--- config.mk ---
export PLATFORM = sky130hd
export DESIGN_NAME = rv_exec_mdu_alu_flat
export DESIGN_NICKNAME = d
export VERILOG_FILES = /design/src/rtl/rv_exec_mdu_alu_if.sv /design/src/rtl/rv_exec_mdu_alu.sv /design/src/flat_wrapper.sv
export SDC_FILE = /design/constraint.sdc
export NUM_CORES = 2
export LEC_CHECK = 0
export ABC_AREA = 1
export CAP_MARGIN = 5
export CORE_MARGIN = 5
export CORE_UTILIZATION = 50
export CTS_CLUSTER_SIZE = 12
export DETAILED_ROUTE_END_ITERATION = 10
export PLACE_DENSITY = 0.75
export SYNTH_ARGS = -nofsm -noshare
export SYNTH_HDL_FRONTEND = slang
export SYNTH_SLANG_ARGS = --single-unit
--- constraint.sdc ---
create_clock -name clk -period 5.3 [get_ports clk]
set_clock_uncertainty 0.2 [all_clocks]
set_input_delay 1.59 -clock clk [delete_from_list [all_inputs] [get_ports clk]]
set_output_delay 1.59 -clock clk [all_outputs]
set_load 0.01 [all_outputs]
--- src/rtl/rv_exec_mdu_alu_if.sv ---
// rv_exec_mdu_alu_if: issue/result bundle between decode, the execute ALU and writeback.
interface rv_exec_mdu_alu_if #(parameter int XLEN = 32);
  logic in_valid, in_ready, flush, out_valid, busy;
  logic [4:0] op, rd_in, out_rd;
  logic [XLEN-1:0] a, b, out_c;
  modport master(output in_valid, op, a, b, rd_in, flush, input in_ready, out_valid, out_rd, out_c, busy);
  modport slave(input in_valid, op, a, b, rd_in, flush, output in_ready, out_valid, out_rd, out_c, busy);
endinterface

--- src/rtl/rv_exec_mdu_alu.sv ---
// rv_exec_mdu_alu: XLEN 32/64 execute ALU with iterative M-extension multiply/divide.
// Define RV_EXEC_MDU_FAST_MUL_EN for a single-cycle combinational multiplier.
module rv_exec_mdu_alu #(
  parameter int XLEN = 32,
  parameter int MUL_BITS = 2
) (
  input logic clk,
  input logic reset_n,
  rv_exec_mdu_alu_if.slave io
);
  localparam int SW = $clog2(XLEN);
  localparam int MUL_ITERS = XLEN / MUL_BITS;
  typedef enum logic [1:0] {IDLE, MUL, DIV, DONE} state_t;
  state_t state_q, state_d;
  logic [6:0] cnt_q, cnt_d;
  logic [4:0] op_q, op_d, rd_q, rd_d, out_rd_q, out_rd_d;
  logic [2*XLEN-1:0] acc_q, acc_d, mcand_q, mcand_d;
  logic [XLEN-1:0] mplier_q, mplier_d, quo_q, quo_d, rem_q, rem_d, dvs_q, dvs_d, out_c_q, out_c_d;
  logic nq_q, nq_d, nr_q, nr_d, out_valid_q, out_valid_d;
  logic accept, is_mul, is_div, a_sgn, b_sgn, d_sgn, a_neg, b_neg, ge;
  logic [2*XLEN-1:0] a_ext, fast_p, part;
  logic [XLEN-1:0] alu_c, a_mag, b_mag, q_fix, r_fix, done_c;
  logic [XLEN:0] rs;
  logic [SW-1:0] shamt;
  assign accept = io.in_valid & io.in_ready & ~io.flush;
  assign is_mul = io.op inside {[5'd10:5'd13]};
  assign is_div = io.op inside {[5'd14:5'd17]};
  assign a_sgn = io.op inside {5'd10, 5'd11, 5'd12};
  assign b_sgn = io.op inside {5'd10, 5'd11};
  assign d_sgn = io.op inside {5'd14, 5'd16};
  assign a_ext = {{XLEN{a_sgn & io.a[XLEN-1]}}, io.a};
`ifdef RV_EXEC_MDU_FAST_MUL_EN
  localparam bit FAST_MUL = 1'b1;
  logic [2*XLEN-1:0] b_ext;
  assign b_ext = {{XLEN{b_sgn & io.b[XLEN-1]}}, io.b};
  assign fast_p = a_ext * b_ext;
`else
  localparam bit FAST_MUL = 1'b0;
  assign fast_p = '0;
`endif
  assign a_neg = d_sgn & io.a[XLEN-1];
  assign b_neg = d_sgn & io.b[XLEN-1];
  assign a_mag = a_neg ? -io.a : io.a;
  assign b_mag = b_neg ? -io.b : io.b;
  assign shamt = io.b[SW-1:0];
  assign rs = {rem_q, quo_q[XLEN-1]};
  assign ge = rs >= {1'b0, dvs_q};
  assign q_fix = nq_q ? -quo_q : quo_q;
  assign r_fix = nr_q ? -rem_q : rem_q;
  assign done_c = op_q == 5'd10 ? acc_q[XLEN-1:0] :
                  op_q inside {[5'd11:5'd13]} ? acc_q[2*XLEN-1:XLEN] :
                  op_q inside {5'd14, 5'd15} ? q_fix : r_fix;
  always_comb begin
    case (io.op)
      5'd0: alu_c = io.a + io.b;
      5'd1: alu_c = io.a - io.b;
      5'd2: alu_c = io.a & io.b;
      5'd3: alu_c = io.a | io.b;
      5'd4: alu_c = io.a ^ io.b;
      5'd5: alu_c = io.a << shamt;
      5'd6: alu_c = io.a >> shamt;
      5'd7: alu_c = $signed(io.a) >>> shamt;
      5'd8: alu_c = {{(XLEN-1){1'b0}}, $signed(io.a) < $signed(io.b)};
      5'd9: alu_c = {{(XLEN-1){1'b0}}, io.a < io.b};
      5'd10: alu_c = fast_p[XLEN-1:0];
      5'd11, 5'd12, 5'd13: alu_c = fast_p[2*XLEN-1:XLEN];
      default: alu_c = '0;
    endcase
  end
  // Radix-2^MUL_BITS partial product: shifted multiplicand copies for each set multiplier bit.
  always_comb begin
    part = '0;
    for (int i = 0; i < MUL_BITS; i++) part = mplier_q[i] ? part + (mcand_q << i) : part;
  end
  always_comb begin
    state_d = state_q;
    cnt_d = cnt_q;
    op_d = op_q;
    rd_d = rd_q;
    acc_d = acc_q;
    mcand_d = mcand_q;
    mplier_d = mplier_q;
    quo_d = quo_q;
    rem_d = rem_q;
    dvs_d = dvs_q;
    nq_d = nq_q;
    nr_d = nr_q;
    out_valid_d = 1'b0;
    out_rd_d = out_rd_q;
    out_c_d = out_c_q;
    case (state_q)
      IDLE: if (accept) begin
        op_d = io.op;
        rd_d = io.rd_in;
        cnt_d = '0;
        if (is_mul && !FAST_MUL) begin
          state_d = MUL;
          // Multiplier bits are consumed unsigned; a negative signed rs2 is pre-corrected here.
          acc_d = (b_sgn & io.b[XLEN-1]) ? -(a_ext << XLEN) : '0;
          mcand_d = a_ext;
          mplier_d = io.b;
        end else if (is_div) begin
          state_d = DONE;
          nq_d = 1'b0;
          nr_d = 1'b0;
          if (io.b == '0) begin
            quo_d = '1;
            rem_d = io.a;
          end else if (d_sgn && io.a == {1'b1, {(XLEN-1){1'b0}}} && io.b == '1) begin
            quo_d = io.a;
            rem_d = '0;
          end else begin
            state_d = DIV;
            quo_d = a_mag;
            rem_d = '0;
            dvs_d = b_mag;
            nq_d = a_neg ^ b_neg;
            nr_d = a_neg;
          end
        end else begin
          out_valid_d = 1'b1;
          out_rd_d = io.rd_in;
          out_c_d = alu_c;
        end
      end
      MUL: begin
        acc_d = acc_q + part;
        mcand_d = mcand_q << MUL_BITS;
        mplier_d = mplier_q >> MUL_BITS;
        cnt_d = cnt_q + 7'd1;
        state_d = cnt_q == 7'(MUL_ITERS - 1) ? DONE : MUL;
      end
      DIV: begin
        rem_d = ge ? XLEN'(rs - {1'b0, dvs_q}) : rs[XLEN-1:0];
        quo_d = {quo_q[XLEN-2:0], ge};
        cnt_d = cnt_q + 7'd1;
        state_d = cnt_q == 7'(XLEN - 1) ? DONE : DIV;
      end
      default: begin
        state_d = IDLE;
        out_valid_d = 1'b1;
        out_rd_d = rd_q;
        out_c_d = done_c;
      end
    endcase
    if (io.flush) begin
      state_d = IDLE;
      out_valid_d = 1'b0;
      out_rd_d = out_rd_q;
      out_c_d = out_c_q;
    end
  end
  always_ff @(posedge clk or negedge reset_n) begin
    if (!reset_n) begin
      state_q <= IDLE;
      cnt_q <= '0;
      op_q <= '0;
      rd_q <= '0;
      acc_q <= '0;
      mcand_q <= '0;
      mplier_q <= '0;
      quo_q <= '0;
      rem_q <= '0;
      dvs_q <= '0;
      nq_q <= 1'b0;
      nr_q <= 1'b0;
      out_valid_q <= 1'b0;
      out_rd_q <= '0;
      out_c_q <= '0;
    end else begin
      state_q <= state_d;
      cnt_q <= cnt_d;
      op_q <= op_d;
      rd_q <= rd_d;
      acc_q <= acc_d;
      mcand_q <= mcand_d;
      mplier_q <= mplier_d;
      quo_q <= quo_d;
      rem_q <= rem_d;
      dvs_q <= dvs_d;
      nq_q <= nq_d;
      nr_q <= nr_d;
      out_valid_q <= out_valid_d;
      out_rd_q <= out_rd_d;
      out_c_q <= out_c_d;
    end
  end
  assign io.in_ready = state_q == IDLE;
  assign io.busy = state_q != IDLE;
  assign io.out_valid = out_valid_q & ~io.flush;
  assign io.out_rd = out_rd_q;
  assign io.out_c = out_c_q;
endmodule
--- src/flat_wrapper.sv ---
// flat-port wrapper written by rule: the top's interface ports become plain ports
module rv_exec_mdu_alu_flat 
#(
  parameter int XLEN = 32,
  parameter int MUL_BITS = 2
)
  (clk, reset_n, io_in_valid, io_op, io_a, io_b, io_rd_in, io_flush, io_in_ready, io_out_valid, io_out_rd, io_out_c, io_busy);
  rv_exec_mdu_alu_if #(.XLEN(XLEN)) io_i ();
  input logic clk;
  input logic reset_n;
  input wire logic [$bits(io_i.in_valid)-1:0] io_in_valid;
  input wire logic [$bits(io_i.op)-1:0] io_op;
  input wire logic [$bits(io_i.a)-1:0] io_a;
  input wire logic [$bits(io_i.b)-1:0] io_b;
  input wire logic [$bits(io_i.rd_in)-1:0] io_rd_in;
  input wire logic [$bits(io_i.flush)-1:0] io_flush;
  output wire logic [$bits(io_i.in_ready)-1:0] io_in_ready;
  output wire logic [$bits(io_i.out_valid)-1:0] io_out_valid;
  output wire logic [$bits(io_i.out_rd)-1:0] io_out_rd;
  output wire logic [$bits(io_i.out_c)-1:0] io_out_c;
  output wire logic [$bits(io_i.busy)-1:0] io_busy;
  assign io_i.in_valid = io_in_valid;
  assign io_i.op = io_op;
  assign io_i.a = io_a;
  assign io_i.b = io_b;
  assign io_i.rd_in = io_rd_in;
  assign io_i.flush = io_flush;
  assign io_in_ready = io_i.in_ready;
  assign io_out_valid = io_i.out_valid;
  assign io_out_rd = io_i.out_rd;
  assign io_out_c = io_i.out_c;
  assign io_busy = io_i.busy;
  rv_exec_mdu_alu #(.XLEN(XLEN), .MUL_BITS(MUL_BITS)) u_core (.clk(clk), .reset_n(reset_n), .io(io_i));
endmodule
**Word level (Yosys, flattened, before mapping)**

Index checks and enable logic that the tools add are counted.

- Register bits after elaboration: 315
- Bits in latches: 0
- RAM bits: 0
- Memory bits (read-only): 0
- Input bits: 78
- Output and inout port bits: 40
- Word-level logic and storage cells: 169
- Memories kept: 0

- Add/subtract/negate cells: 11
- Multipliers: 0
- Divide/modulo/power cells: 0
- Order comparisons: 9
- Equal/unequal tests: 30
- Shifts and indexed selects: 3
- Mux-type cells: 60
- Bitwise logic cells: 16
- Reductions and logical operators: 25

Operators by type and width:

| cell | number |
|---|---|
| 32-bit 2-to-1 mux | 22 |
| 64-bit 2-to-1 mux | 7 |
| 32-bit case mux with 10 select lines | 1 |
| 32-bit case mux with 2 select lines | 4 |
| 64-bit case mux with 2 select lines | 2 |
| 64-bit adder | 2 |
| 32-bit negator | 4 |
| 32-bit equality test (second input constant) | 2 |
| 32-bit < comparator | 2 |
| 64-bit negator | 1 |
| 32-bit subtractor | 2 |
| 5-bit by 4-bit equality test with 1-bit output (second input constant) | 9 |
| 33-bit by 32-bit >= comparator with 1-bit output | 1 |
| 32-bit adder | 1 |
| 32-bit AND | 1 |
| 32-bit logical NOT | 1 |
| 32-bit OR | 1 |
| 32-bit by 5-bit left shift with 32-bit output | 1 |
| 32-bit by 5-bit right shift with 32-bit output | 1 |
| 32-bit by 5-bit >>> shifter with 32-bit output | 1 |
| 32-bit bitwise XOR | 1 |
| 5-bit by 3-bit equality test with 1-bit output (second input constant) | 4 |
| 5-bit by 4-bit >= comparator with 1-bit output (second input constant) | 3 |
| 5-bit 2-to-1 mux | 3 |
| 34 further kinds | 77 |

**Depth between registers and ports, before layout**

- Depth after elaboration: 11
- Gate-level depth with buffers: 39
- Depth with buffers taken out: 36

**Worst setup path after synthesis**

OpenSTA, ideal clock, no wires.

- Path kind: register -> register
- Start point: register u_core.mplier_q[0]
- End point: register u_core.acc_q[58]
- Setup time: 87 ps
- Arrival: 4,369 ps
- Data required time: 5,013 ps
- Path slack: 644 ps
- Cell stages (with the launch flop): 34
- Buffers on the path: 3
- Clock period less this slack: 4,656 ps
- Cells stage by stage: dfrtp_1 -> buf_6 -> buf_6 -> clkbuf_1 -> nand2_1 -> inv_1 -> ha_1 -> inv_1 -> fa_1 -> inv_1 -> nand3_1 -> o21ai_1 -> nand2_1 -> o211ai_2 -> nand3_1 -> nand2_1 -> a21oi_2 -> o21ai_2 -> nand2_1 -> nand2_1 -> nand2_1 -> nand3_1 -> o21ai_0 -> ha_1 -> a21o_1 -> a21oi_1 -> o21ai_0 -> a21oi_1 -> nand3_1 -> a21o_1 -> a21o_1 -> nand2_1 -> nand3_1 -> a22oi_1

- Cells in the longest elaborated chain, start to end: 5

Ends and longest elaborated chain:

| what | line | text |
|---|---|---|
| start: declaration | rv_exec_mdu_alu.sv:18 | `logic [XLEN-1:0] mplier_q, mplier_d, quo_q, quo_d, rem_q, rem_d, dvs_q, dvs_d, out_c_q, out_c_d;` |
| start signal: assignment | rv_exec_mdu_alu.sv:177 | `mplier_q <= mplier_d;` |
| 64-bit 2-to-1 mux (*) | rv_exec_mdu_alu.sv:73 | `for (int i = 0; i < MUL_BITS; i++) part = mplier_q[i] ? part + (mcand_q << i) : part;` |
| 64-bit adder | rv_exec_mdu_alu.sv:73 |  |
| 64-bit 2-to-1 mux (*) | rv_exec_mdu_alu.sv:73 |  |
| 64-bit adder (*) | rv_exec_mdu_alu.sv:127 | `acc_d = acc_q + part;` |
| 64-bit case mux with 2 select lines (*) | rv_exec_mdu_alu.sv:91 | `case (state_q)` |
| end signal: assignment | rv_exec_mdu_alu.sv:159 | `acc_q <= '0;` |
| end signal: assignment | rv_exec_mdu_alu.sv:175 | `acc_q <= acc_d;` |
| end: declaration | rv_exec_mdu_alu.sv:17 | `logic [2*XLEN-1:0] acc_q, acc_d, mcand_q, mcand_d;` |

Mark *: on every way between the ends. The rest lies on a longest branch, timed or not.
A chain may end at the register's enable or synchronous reset.

**Worst setup path in the final report**

- Start point: input io_a[0]
- End point: register u_core.dvs_q[1]

- Cells in the longest elaborated chain, start to end: 5

Ends and longest elaborated chain:

| what | line | text |
|---|---|---|
| start: declaration | flat_wrapper.sv:13 | `input wire logic [$bits(io_i.a)-1:0] io_a;` |
| 32-bit equality test | rv_exec_mdu_alu.sv:109 | `end else if (d_sgn && io.a == {1'b1, {(XLEN-1){1'b0}}} && io.b == '1) begin` |
| 1-bit logical AND (2 in a row) | rv_exec_mdu_alu.sv:109 |  |
| 1-bit NOT (no source line) | -- |  |
| 6-bit AND reduction (no source line) | -- |  |
| end signal: assignment | rv_exec_mdu_alu.sv:180 | `dvs_q <= dvs_d;` |
| end: declaration | rv_exec_mdu_alu.sv:18 |  |

No other way between the ends.

==> results.json <==
{
  "status": "finished with violations",
  "violations": "DRC",
  "drt-wirelength-per-cell_um": 27.7,
  "cp_num_buf_inv": 8,
  "critPathLaunchType": "input port",
  "synth.net_count": 6515,
  "grt_pass1_vias": 46354,
  "pwr-share-clk_pct": 10.1,
  "place_area_um2": 43500,
  "synth-compound-area-share_pct": 26.7,
  "slew_violations": 0,
  "period_needed_ns": 5.24,
  "yosysTopAreaCellShare_pct": 20.8,
  "synth_top_family_by_area": "simple AND/OR/NAND/NOR gates",
  "peakVddDrop_mv": 0.369,
  "synth-seq-area-share_pct": 20.8,
  "synth-seq-cells": 315,
  "cts_buffers": 42,
  "hold_buffers": 0,
  "core_area_um2": 75600,
  "timing.fmax_mhz": 191,
  "pwr-share-comb_pct": 74.4,
  "report.power.total_mw": 31.3,
  "maxCapViolations": 0,
  "cts-root-buf": "clkbuf_16",
  "antenna_found_initial": 13,
  "yosys_warnings": 0,
  "clk_latency_ns": 0.64,
  "swShare_pct": 57.1,
  "synthTopCellsByArea": "dfrtp_1, nand2_1, a21oi_1",
  "clk_pin_slew_ns": 0.06,
  "synth_area_um2": 37900,
  "drt_wl_total_um": 212000,
  "whs_ns": 0.272,
  "leakagePower_nw": 21.8,
  "synth_fa_ha_area_share_pct": 8.23,
  "drc_errors": 6,
  "path_depth": 18,
  "end_kind": "flop",
  "drive_above_1_share_pct": 13.6,
  "hold_class": "reg2reg",
  "min_path_cells": 2,
  "worst_ep_arrival_time_ns": 5.53,
  "die-area_um2": 81300,
  "ant_nets": 0,
  "tightest_slew_ns": 1.08,
  "dr.pass1.iters": 11,
  "rsz0062_at_grt": "yes",
  "final_cells": 7660,
  "vias": 49222,
  "core.rowCount": 101,
  "p_seq_share_pct": 15.5,
  "fillers": 7365,
  "synthDistinctLibCells": 74,
  "synth_edf_count": 0,
  "critPathMaxStageDelay_ns": 0.58,
  "crit_type": "in2reg",
  "nNetsFinal": 6965,
  "synth_ff_type": "dfrtp_1",
  "synthSimpleGateAreaFrac_pct": 29.4,
  "cts_tree": "yes",
  "max_slew_margin_pct": 27.9,
  "synthMuxAreaShare_pct": 0.344,
  "fp.dieW_um": 285,
  "cts_buffer_depth": 3,
  "intPower_mw": 13.4,
  "grt_pass1_wl_um": 304000,
  "hold_viol_final": 0,
  "crit_required_ns": 5.59,
  "gp_congestion": 1.12,
  "cts.sinks": 315,
  "synthArstFlopShare_pct": 100,
  "viasPerCell": 6.43,
  "dp_cells": 7561,
  "syn_to_final_growth_pct": 20.5,
  "avgSynthCellArea_um2": 6.12,
  "power_density_nw_per_um2": 686,
  "place_ws_ns": -0.984,
  "port_buffers": 117,
  "yosys.area_share.xor_xnor_pct": 3.41,
  "cp_top_family": "simple AND/OR/NAND/NOR gates",
  "design_area_um2": 45600,
  "start_util_pct": 50.1,
  "rr_worst_depth": 27,
  "yosysTopAreaCell": "dfrtp_1",
  "synth_cells": 6191,
  "htree_levels": 2,
  "post-route-period-util_pct": 98.8,
  "cp_slowest_cell": "nor4_2",
  "crit_fanout": 59,
  "ios": 118,
  "fp.dieH_um": 285,
  "switchingPower_mw": 17.9,
  "overflow": 0,
  "grt_max_degree": 84,
  "drt_iter0_markers": 7695,
  "grt.total_usage_pct": 49.8,
  "setup_slack_ns": 0.0632,
  "critPathMostFrequentCell": "nand4_1",
  "dp_hpwl_um": 169000,
  "setup_violations": 0,
  "crit_chain": "clkdlybuf4s50_1 -> buf_12 -> inv_2 -> buf_4 -> ha_1 -> nand2_1 -> nor2_2 -> inv_1 -> nor2_2 -> nand4_1 -> nor4_2 -> nand4_1 -> buf_4 -> nand4_1 -> buf_12 -> inv_2 -> o211ai_1 -> o21ai_0"
}
[area by class of cell]
type	count	area, um^2	share of cell area (%)
Multi-Input combinational cell	4799	26300	57.7
Sequential cell	315	7890	17.3
Timing Repair Buffer	672	5630	12.3
Inverter	811	3050	6.68
Tap cell	978	1220	2.68
Clock buffer	53	1170	2.57
Clock inverter	23	290	0.636
Antenna cell	9	22.5	0.0494
[power by group through the flow]
stage	registers [mW]	clock network, mW	logic (mW)
2_1_floorplan	4.27	0	12.7
3_3_place_gp	4.70	0	21.0
3_5_place_dp	4.73	0	21.3
4_1_cts	4.71	3.15	21.5
5_1_grt	4.89	3.25	24.7
6_report	4.84	3.17	23.3
[worst min-delay path: stages (launching register included)]
cell and delay, ns:
dfrtp_1 0.34, nand2_1 0.05, nand2_1 0.05
[flip-flops by register name (all words and copies together) (netlist names)]
| register | flops |
|---|---|
| u_core.rem_q | 32 |
| u_core.acc_q | 64 |
| u_core.out_valid_q | 1 |
| u_core.cnt_q | 7 |
| u_core.mplier_q | 32 |
| u_core.state_q | 2 |
| u_core.dvs_q | 32 |
| u_core.quo_q | 32 |
| u_core.nq_q | 1 |
| u_core.mcand_q | 64 |
| u_core.io.out_rd | 5 |
| u_core.op_q | 5 |
| u_core.io.out_c | 32 |
| u_core.nr_q | 1 |
| u_core.rd_q | 5 |
[Yosys cell counts, drive strengths merged, types with 44 or more instances]
library cell / n
o221ai: 44
dfrtp: 315
nand4: 68
buf: 91
nor2: 626
nand2: 1367
clkbuf: 175
xor2: 102
o21ai: 681
ha: 241
nand3: 356
o22ai: 109
inv: 798
nor3: 90
o211ai: 60
a31oi: 64
a21oi: 637
[timing repair]
action / CTS / global route
endpoints found under the setup margin: 36 / 38
buffers inserted: 2 / 10
gates resized for setup: 1 / 133
cloned: 0 / 1
pin swaps: 1 / 18
[final timing paths]
check | start | end | slack [ns]
setup / recovery | io_a[0] | u_core.dvs_q[1] | 0.06
min in group asynchronous | reset_n | u_core.rem_q[25] | 0.76
max in group asynchronous | reset_n | u_core.io.out_c[19] | 3.07
hold reg to reg | u_core.rd_q[4] | u_core.rd_q[4] | 0.27
setup reg to reg | u_core.mplier_q[0] | u_core.acc_q[60] | 0.13
hold / removal | u_core.rd_q[4] | u_core.rd_q[4] | 0.27
[layout by cell type (no fill, tap or decap), types with 46 or more instances in the layout]
| master | netlist | layout |
|---|---|---|
| a31oi_1 | 64 | 55 |
| nor2_1 | 604 | 584 |
| inv_1 | 766 | 762 |
| dfrtp_1 | 315 | 313 |
| ha_1 | 241 | 226 |
| clkdlybuf4s50_1 | 0 | 113 |
| nand4_1 | 68 | 68 |
| nand2_2 | 41 | 46 |
| xor2_1 | 99 | 99 |
| a21oi_1 | 632 | 616 |
| o21ai_1 | 50 | 66 |
| o22ai_1 | 109 | 109 |
| nor3_1 | 82 | 75 |
| o21ai_0 | 627 | 599 |
| nand2_1 | 1324 | 1318 |
| o211ai_1 | 59 | 59 |
| buf_4 | 6 | 530 |
| nand3_1 | 352 | 341 |
[cell families after synthesis]
family                   after synthesis
AND/OR/NAND/NOR                     2605
AO/OA/AOI/OAI                       1790
buffers and inverters               1077
flip-flops                           315
adder cells (fa/ha/maj)              246
XOR/XNOR                             145
multiplexers                          13
[stage by stage]
step	util [%]	setup TNS, ns
floorplan	-	0
finish	60.4	0
CTS	59.5	0
global placement	57.6	-29.95
global route	60.3	-0.236
detailed placement	57.6	-32.48
[metal layers]
layer | track usage [%] | share of wire (%) | up-vias | wire [um]
met4 | 45.0 | 12 | 10 | 25500
met5 | 0.655 | 0.11 | - | 244
met1 | 58.9 | 35 | 22616 | 74200
met2 | 71.5 | 40 | 3724 | 84300
met3 | 16.0 | 13 | 1093 | 28100
li1 | - | - | 21779 | -
(Power assumes the default switching activity.)
